===== src/rtl/rf_ctrl_pkg.sv =====
// Shared types for the register-file write-port control slice.
// Holds datapath widths and the write-request bundle.
package rf_ctrl_pkg;

  localparam int XLEN       = 32;
  localparam int REG_ADDR_W = 5;

  typedef struct packed {
    logic [REG_ADDR_W-1:0] rd;
    logic [XLEN-1:0]       data;
  } wreq_t;

endpackage


===== src/rtl/rf_wb_fifo.sv =====
// In-order buffer for long-latency write requests.
// Pointers wrap modulo DEPTH; push and pop may share an edge.
module rf_wb_fifo
  import rf_ctrl_pkg::*;
#(
  parameter int DEPTH = 2
) (
  input  logic  clk,
  input  logic  reset,
  input  logic  push,
  input  logic  pop,
  input  wreq_t din,
  output logic  full,
  output logic  empty,
  output wreq_t head
);

  localparam int AW = (DEPTH > 1) ? $clog2(DEPTH) : 1;

  wreq_t          mem [DEPTH];
  logic [AW-1:0]  wp;
  logic [AW-1:0]  rp;
  logic [AW:0]    cnt;
  logic           do_push;
  logic           do_pop;

  function automatic logic [AW-1:0] nxt(input logic [AW-1:0] p);
    return (p == AW'(DEPTH - 1)) ? '0 : p + 1'b1;
  endfunction

  assign full    = (cnt == (AW+1)'(DEPTH));
  assign empty   = (cnt == '0);
  assign head    = mem[rp];
  assign do_push = push & ~full;
  assign do_pop  = pop & ~empty;

  // Pointer and occupancy bookkeeping.
  always_ff @(posedge clk) begin
    if (reset) begin
      wp  <= '0;
      rp  <= '0;
      cnt <= '0;
    end else begin
      if (do_push) wp <= nxt(wp);
      if (do_pop)  rp <= nxt(rp);
      if (do_push && !do_pop)
        cnt <= cnt + 1'b1;
      else if (do_pop && !do_push)
        cnt <= cnt - 1'b1;
    end
  end

  // Storage array; contents are don't-care until written.
  always_ff @(posedge clk) begin
    if (do_push) mem[wp] <= din;
  end

endmodule


===== src/rtl/rf_wport_arbiter.sv =====
// Shares the RF write port between writeback and a long-latency unit.
// Optional register scoreboard enabled by macro RF_SCOREBOARD_EN.
module rf_wport_arbiter
  import rf_ctrl_pkg::*;
#(
  parameter int DEPTH = 2
) (
  input  logic                  clk,
  input  logic                  reset,
  input  logic                  wb_we,
  input  logic [REG_ADDR_W-1:0] wb_rd,
  input  logic [XLEN-1:0]       wb_data,
  input  logic                  lu_valid,
  output logic                  lu_ready,
  input  logic [REG_ADDR_W-1:0] lu_rd,
  input  logic [XLEN-1:0]       lu_data,
  input  logic                  iss_valid,
  input  logic [REG_ADDR_W-1:0] iss_rd,
  input  logic [REG_ADDR_W-1:0] chk_rs1,
  input  logic [REG_ADDR_W-1:0] chk_rs2,
  input  logic [REG_ADDR_W-1:0] chk_rd,
  output logic                  stall,
  output logic                  rf_we,
  output logic [REG_ADDR_W-1:0] rf_a3,
  output logic [XLEN-1:0]       rf_wd
);

  logic  wb_hit;
  logic  fifo_sel;
  logic  push;
  logic  full;
  logic  empty;
  wreq_t head;
  wreq_t din;

  assign wb_hit   = ~reset & wb_we & (wb_rd != '0);
  assign lu_ready = ~reset & ~full;
  assign push     = lu_valid & lu_ready & (lu_rd != '0);
  assign fifo_sel = ~reset & ~empty & ~wb_hit;
  assign din      = '{rd: lu_rd, data: lu_data};

  rf_wb_fifo #(
    .DEPTH (DEPTH)
  ) u_fifo (
    .clk   (clk),
    .reset (reset),
    .push  (push),
    .pop   (fifo_sel),
    .din   (din),
    .full  (full),
    .empty (empty),
    .head  (head)
  );

  // Write-port mux: WB first, else buffered LU head, else idle zeros.
  always_comb begin
    rf_we = 1'b0;
    rf_a3 = '0;
    rf_wd = '0;
    unique case (1'b1)
      wb_hit: begin
        rf_we = 1'b1;
        rf_a3 = wb_rd;
        rf_wd = wb_data;
      end
      fifo_sel: begin
        rf_we = 1'b1;
        rf_a3 = head.rd;
        rf_wd = head.data;
      end
      default: ;
    endcase
  end

`ifdef RF_SCOREBOARD_EN
  logic [31:1] pending;
  logic [31:0] set_m;
  logic [31:0] clr_m;
  logic [31:0] pvec;

  assign set_m = (iss_valid && iss_rd != '0) ? (32'd1 << iss_rd) : '0;
  assign clr_m = fifo_sel ? (32'd1 << head.rd) : '0;
  assign pvec  = {pending, 1'b0};
  assign stall = ~reset &
                 (pvec[chk_rs1] | pvec[chk_rs2] | pvec[chk_rd]);

  // Pending bits: a same-edge set wins over the clear.
  always_ff @(posedge clk) begin
    if (reset)
      pending <= '0;
    else
      pending <= (pending & ~clr_m[31:1]) | set_m[31:1];
  end
`else
  logic unused_sb;
  assign unused_sb = ^{iss_valid, iss_rd, chk_rs1, chk_rs2, chk_rd};
  assign stall     = 1'b0;
`endif

endmodule


===== config.mk =====
export PLATFORM = sky130hd
export DESIGN_NAME = rf_wport_arbiter
export DESIGN_NICKNAME = d
export VERILOG_FILES = /design/src/rtl/rf_ctrl_pkg.sv /design/src/rtl/rf_wb_fifo.sv /design/src/rtl/rf_wport_arbiter.sv
export SDC_FILE = /design/constraint.sdc
export NUM_CORES = 1
export LEC_CHECK = 0
export BUFFER_PORTS_ARGS = -buffer_cell sky130_fd_sc_hd__buf_4
export CORE_AREA = 2 2 95 79
export CTS_BUF_LIST = sky130_fd_sc_hd__clkbuf_4 sky130_fd_sc_hd__clkbuf_8 sky130_fd_sc_hd__clkbuf_16
export CTS_CLUSTER_DIAMETER = 60
export DETAILED_ROUTE_END_ITERATION = 8
export DIE_AREA = 0 0 97 81
export HOLD_SLACK_MARGIN = 0.1
export PLACE_DENSITY_LB_ADDON = 0.2
export SYNTH_ARGS = -nofsm -noshare
export SYNTH_HDL_FRONTEND = slang
export SYNTH_SLANG_ARGS = --single-unit

===== constraint.sdc =====
create_clock -name clk -period 7.3 [get_ports clk]
set_input_delay 1.095 -clock clk [delete_from_list [all_inputs] [get_ports clk]]
set_output_delay 1.095 -clock clk [all_outputs]
set_load 0.05 [all_outputs]

* Word level (Yosys, flattened, before mapping)
Memory sizes are Yosys's and may differ from the RTL's. A register that Yosys moved wholly into a read port is not among the register bits. Cells that the tools add are included.
Storage, ports and cells: bits in writable memories 74, memories 1, register bits after elaboration 4, output and inout bits 40
Operators by class: bitwise gates (word level) 13, muxes and demuxes 11, eq/ne operators 1, $add $sub $neg 4, reductions and logical operators 9
Memory list:
- u_fifo.mem | depth 2, width 37, rd ports 1, clocked after memory_dff 1, wr ports 1, RTL line rf_wb_fifo.sv:20 | wreq_t mem [DEPTH];
Operator list (count):
- $pmux W32 S2 | 1
- $pmux W5 S2 | 1
- $reduce_bool A5 Y1 | 2
- $and A1 B1 Y1 | 9
- $mux W1 | 7
- $mux W2 | 2
- $not A1 Y1 | 4
- $add A1 B1 Y1 const B | 2
- $add A2 B1 Y2 const B | 1
- $eq A2 B2 Y1 const B | 1
- $logic_and A1 B1 Y1 | 2
- $logic_not A1 Y1 | 2
- $logic_not A2 Y1 | 1
- $reduce_bool A2 Y1 | 1
- $reduce_or A2 Y1 | 1
- $sub A2 B1 Y2 const B | 1

* Depth between registers and ports, before layout
depth after elaboration 10, mapped depth 8, gate-level depth less buffers 7

* Modules after synthesis
A second synthesis with hierarchy kept.
Second synthesis, totals: cells, all modules 368, area total of the unflattened synthesis 4416.7 sq um
Modules (own cells, without submodules):
- rf_wb_fifo | cells an instance 140, seq. area each 2322.2 sq um, times used 1, area an instance 2884.0 sq um
- rf_wport_arbiter | cells an instance 228, seq. area each 0.0 sq um, times used 1, area an instance 1532.7 sq um

* Worst setup path before layout
Ideal clock, no wire load.
kind input to output, start in wb_rd[3], end out rf_wd[10], stages on the path 5, setup slack 2.928 ns, arrival time 3.277 ns, path through or4_1 o21a_1 clkbuf_2 buf_2 o31ai_1
On the way: cells in the longest elaborated chain, start to end 5
Ends and longest elaborated chain:
- start: declaration | RTL line rf_wport_arbiter.sv:11 | input logic [REG_ADDR_W-1:0] wb_rd,
- $reduce_bool A5 Y1 * | RTL line rf_wport_arbiter.sv:36 | assign wb_hit = ~reset & wb_we & (wb_rd != '0);
- $and A1 B1 Y1 * | RTL line rf_wport_arbiter.sv:36
- $not A1 Y1 | RTL line rf_wport_arbiter.sv:39 | assign fifo_sel = ~reset & ~empty & ~wb_hit;
- $and A1 B1 Y1 | RTL line rf_wport_arbiter.sv:39
- $pmux W32 S2 * | RTL line rf_wport_arbiter.sv:60 | unique case (1'b1)
- end: declaration | RTL line rf_wport_arbiter.sv:25 | output logic [XLEN-1:0] rf_wd
Every way passes the cells marked *; elsewhere a longest branch is shown, timed or not.

* Final worst setup path
start in wb_rd[3], end out rf_a3[1]
On the way: cells in the longest elaborated chain, start to end 5
Ends and longest elaborated chain:
- $reduce_bool A5 Y1 * | RTL line rf_wport_arbiter.sv:36
- $and A1 B1 Y1 * | RTL line rf_wport_arbiter.sv:36
- $not A1 Y1 | RTL line rf_wport_arbiter.sv:39
- $and A1 B1 Y1 | RTL line rf_wport_arbiter.sv:39
- $pmux W5 S2 * | RTL line rf_wport_arbiter.sv:60
- end: declaration | RTL line rf_wport_arbiter.sv:24 | output logic [REG_ADDR_W-1:0] rf_a3,
Marked as above.

==> summary.md <==
| Metric | Value |
|---|---|
| Hold path start | u_fifo.wp$_SDFFE_PP0P_ |
| Fmax | 244 MHz |
| Crit path time final | 4.10 ns |
| Die X | 97 um |
| CTS tree | built |
| Util after Layout | about 64% |
| # fillers | between 500 and 600 |
| Synth Cell Area | 3350 sq um |
| Die Y-Extent | 81 um |
| Synth async-reset ratio | 0% |
| Most frequent cell on the critical path | buf_4 |
| Hold buffer count at cts | 0 |
| CTS sink cnt | 79 |
| Max-cap viol count | 0 |
| First-pass GRT wire length | around 10000 um |
| CTS H-Tree Depth | 3 |
| Placer congestion estimate | 0.779 |
| Core ar. | approximately 7000 sq um |
| Crit start category | input port |
| Crit-path max cell delay | between 0.5 and 0.6 ns |
| Fraction of layout instances using a drive strength above 1 | between 30% and 40% |
| Area leader, netlist | edfxtp_1 |
| Syn Area/Cell | 14.3 sq um |
| Slew headroom | 27.0% |
| Cell area power density | 290 nW/um^2 |
| Worst-margin pin slew | 1.09 ns |
| Critical Path RT | 6.20 ns |
| Routed WL | about 6400 um |
| Setup Viol. Count Final | 0 |
| Post-synth top area share | between 60% and 70% |
| Final total power | 1.30 mW |
| Worst hold-check path type | reg2reg |
| WL/cell | 14.5 um |
| Clk root buf | clkbuf_8 |
| Postcts setup bufs | 0 |
| Site row count | 28 |
| Number of synthesized flops with an enable pin | 74 |
| Sw Pwr | 446 uW |
| Comb power frac | between 30% and 40% |
| Detailed Place HPWL | 4260 um |
| Library cells used by synthesis | 25 |
| 1st-pass router iterations | 4 |
| Initial antenna violation count | 0 |
| Period utilisation layout | 56.2% |
| Area Growth Syn to Fin | 34.0% |
| Deepest clock path buffer count | 2 |
| Most frequent cells in the layout | buf_4, edfxtp_1, nand2_1, mux2i_1, o31ai_1 |
| Pin count of the biggest net entering global routing | 71 |
| Delay-heaviest family, CP | simple AND/OR/NAND/NOR gates |
| RSZ-0062 raised after global routing | no |
| Initial DRC Count | 111 |
| Count of port buffers added during placement | 116 |
| Top_reg_cell synth | edfxtp_1 |
| Hold Vio Cnt, Final | 0 |
| Clock power frac | 24.1% |
| CP cell instances | buf_4, or4_1, o21a_2, buf_4, or2_1, o21ai_0, buf_4 |
| Ant. Diodes | 0 |
| Crit. End Element | output port |
| Max rail drop VDD | 0.000150 V |
| CP Launch Point | wb_rd[3] |
| Arrival time of the worst setup path | approximately 3 ns |
| Setup Crit Path Kind | in2out |
| R2R Path Start | u_fifo.cnt[0]$_SDFFE_PP0P_ |
| Total grt overflow | 0 |
| Nets@finish | 447 |
| Die area | 7860 sq um |
| Drc violations | 0 |
| Total I/O pin count | 139 |
| Starting Density | 47.6% |
| GRT Overall Usage | 17.0% |
| Lkg Pwr | 1.69 nW |
| Vias/cell | 5.08 |
| Setup Total Neg Slack | 0 ns |
| Net Sw Frac | 34.3% |
| Final Max Tran Viols | 0 |
| CP Max Fanout | 70 |
| Post-synthesis sequential area ratio | slightly below 70% |
| CTS Buf Count | 9 |
| Post_cts resized | 0 |
| Critical path buffer and inverter count | 3 |
| Status | finished, final reports clean |
| Clock Latency Late Sink | 0.34 ns |
| Number of global-route vias before repair | 2140 |
| P_int | about 860 uW |
| YS warnings | 0 |
| Mapped Nets | about 330 |
| Number of synthesized register bits | 79 |
| Routed Antenna Nets | 0 |
| Flop pwr share | between 40% and 50% |
| Synthesized instance count | 234 |
| Via count | approximately 2200 |
| Main area contributors after synthesis | edfxtp_1, mux2i_1, o31ai_1 |
| Clock Pin Slew Worst Setup and Hold Paths | 0.07 ns |
| Most common cell after layout, fill and taps aside | buf_4 |
| Clock Skew | 0.0101 ns |
| Slowest CP cell | or4_1 |
-- worst register-to-register path: stages, from the launching register on --
cell     delay (ns)
dfxtp_1        0.42
inv_1          0.06
a21oi_1        0.18
o211a_1        0.24
nor2b_4        0.90
-- registers in the layout (all words and copies together), names as in the netlist, named ones only --
signal,flops
u_fifo.wp,1
u_fifo.rp,1
u_fifo.cnt,2
u_fifo.mem,74
-- metal layers --
layer | up-vias | wire length (um) | part of all wire, % | track usage [%]
li1 | 1113 | - | - | -
met1 | 1044 | 2780 | 43 | 21.4
met2 | 82 | 3110 | 48 | 27.6
met3 | 5 | 472 | 7.4 | 6.97
met4 | 0 | 46 | 0.72 | 4.65
met5 | - | 0 | 0 | 0
-- area by class of cell --
cell class	instances	area, sq um	share of cell area, %
Timing Repair Buffer	119	893	19.9
Sequential cell	79	2320	51.7
Inverter	2	7.51	0.167
Clock inverter	5	58.8	1.31
Clock buffer	11	139	3.09
Multi-Input combinational cell	136	958	21.3
Tap cell	90	113	2.51
-- logic make-up after synthesis --
logic type,count (synthesis),share of synthesized area (%)
AO/OA/AOI/OAI,46,9.71
XOR/XNOR,2,0.523
adder cells (fa/ha/maj),1,0.373
buffers and inverters,19,2.54
flip-flops,79,69.3
multiplexers,38,11.3
other,1,0.112
AND/OR/NAND/NOR,48,6.12
-- cell usage after synthesis (all sizes together) (2+ instances only) --
| master | number |
|---|---|
| edfxtp | 74 |
| mux2i | 38 |
| nand2 | 38 |
| o31ai | 34 |
| clkbuf | 9 |
| buf | 8 |
| dfxtp | 5 |
| o21ai | 5 |
| a21oi | 4 |
| inv | 2 |
| nor2b | 2 |
| or3 | 2 |
| or4 | 2 |
| xor2 | 2 |
-- power groups by stage --
stage               Clock, mW  Combinational, mW  Sequential, mW
floorplan                   0              0.300           0.566
global placement            0              0.420           0.577
detailed placement          0              0.424           0.579
CTS                     0.324              0.425           0.569
global route            0.341              0.447           0.574
finish                  0.314              0.419           0.568
-- worst paths after layout --
path | end | slack [ns] | cells after the start
max reg2reg | u_fifo.mem[0][8]$_DFFE_PP_ | 5.10 | 4
min reg2reg | u_fifo.wp$_SDFFE_PP0P_ | 0.52 | 1
max | rf_a3[1] | 3.20 | 7
min | u_fifo.wp$_SDFFE_PP0P_ | 0.52 | 1
-- metrics by stage --
step	hold slack [ns]	cells	instance area [sq um]	setup WS [ns]
6_report	0.519	442	4490	3.20
5_1_grt	0.539	442	4490	3.06
4_1_cts	0.523	442	4490	3.18
3_5_place_dp	0.507	426	4300	3.19
3_3_place_gp	0.482	426	4300	3.22
2_1_floorplan	0.452	234	3350	2.93
No activity file was read; power rests on OpenSTA's default activity.
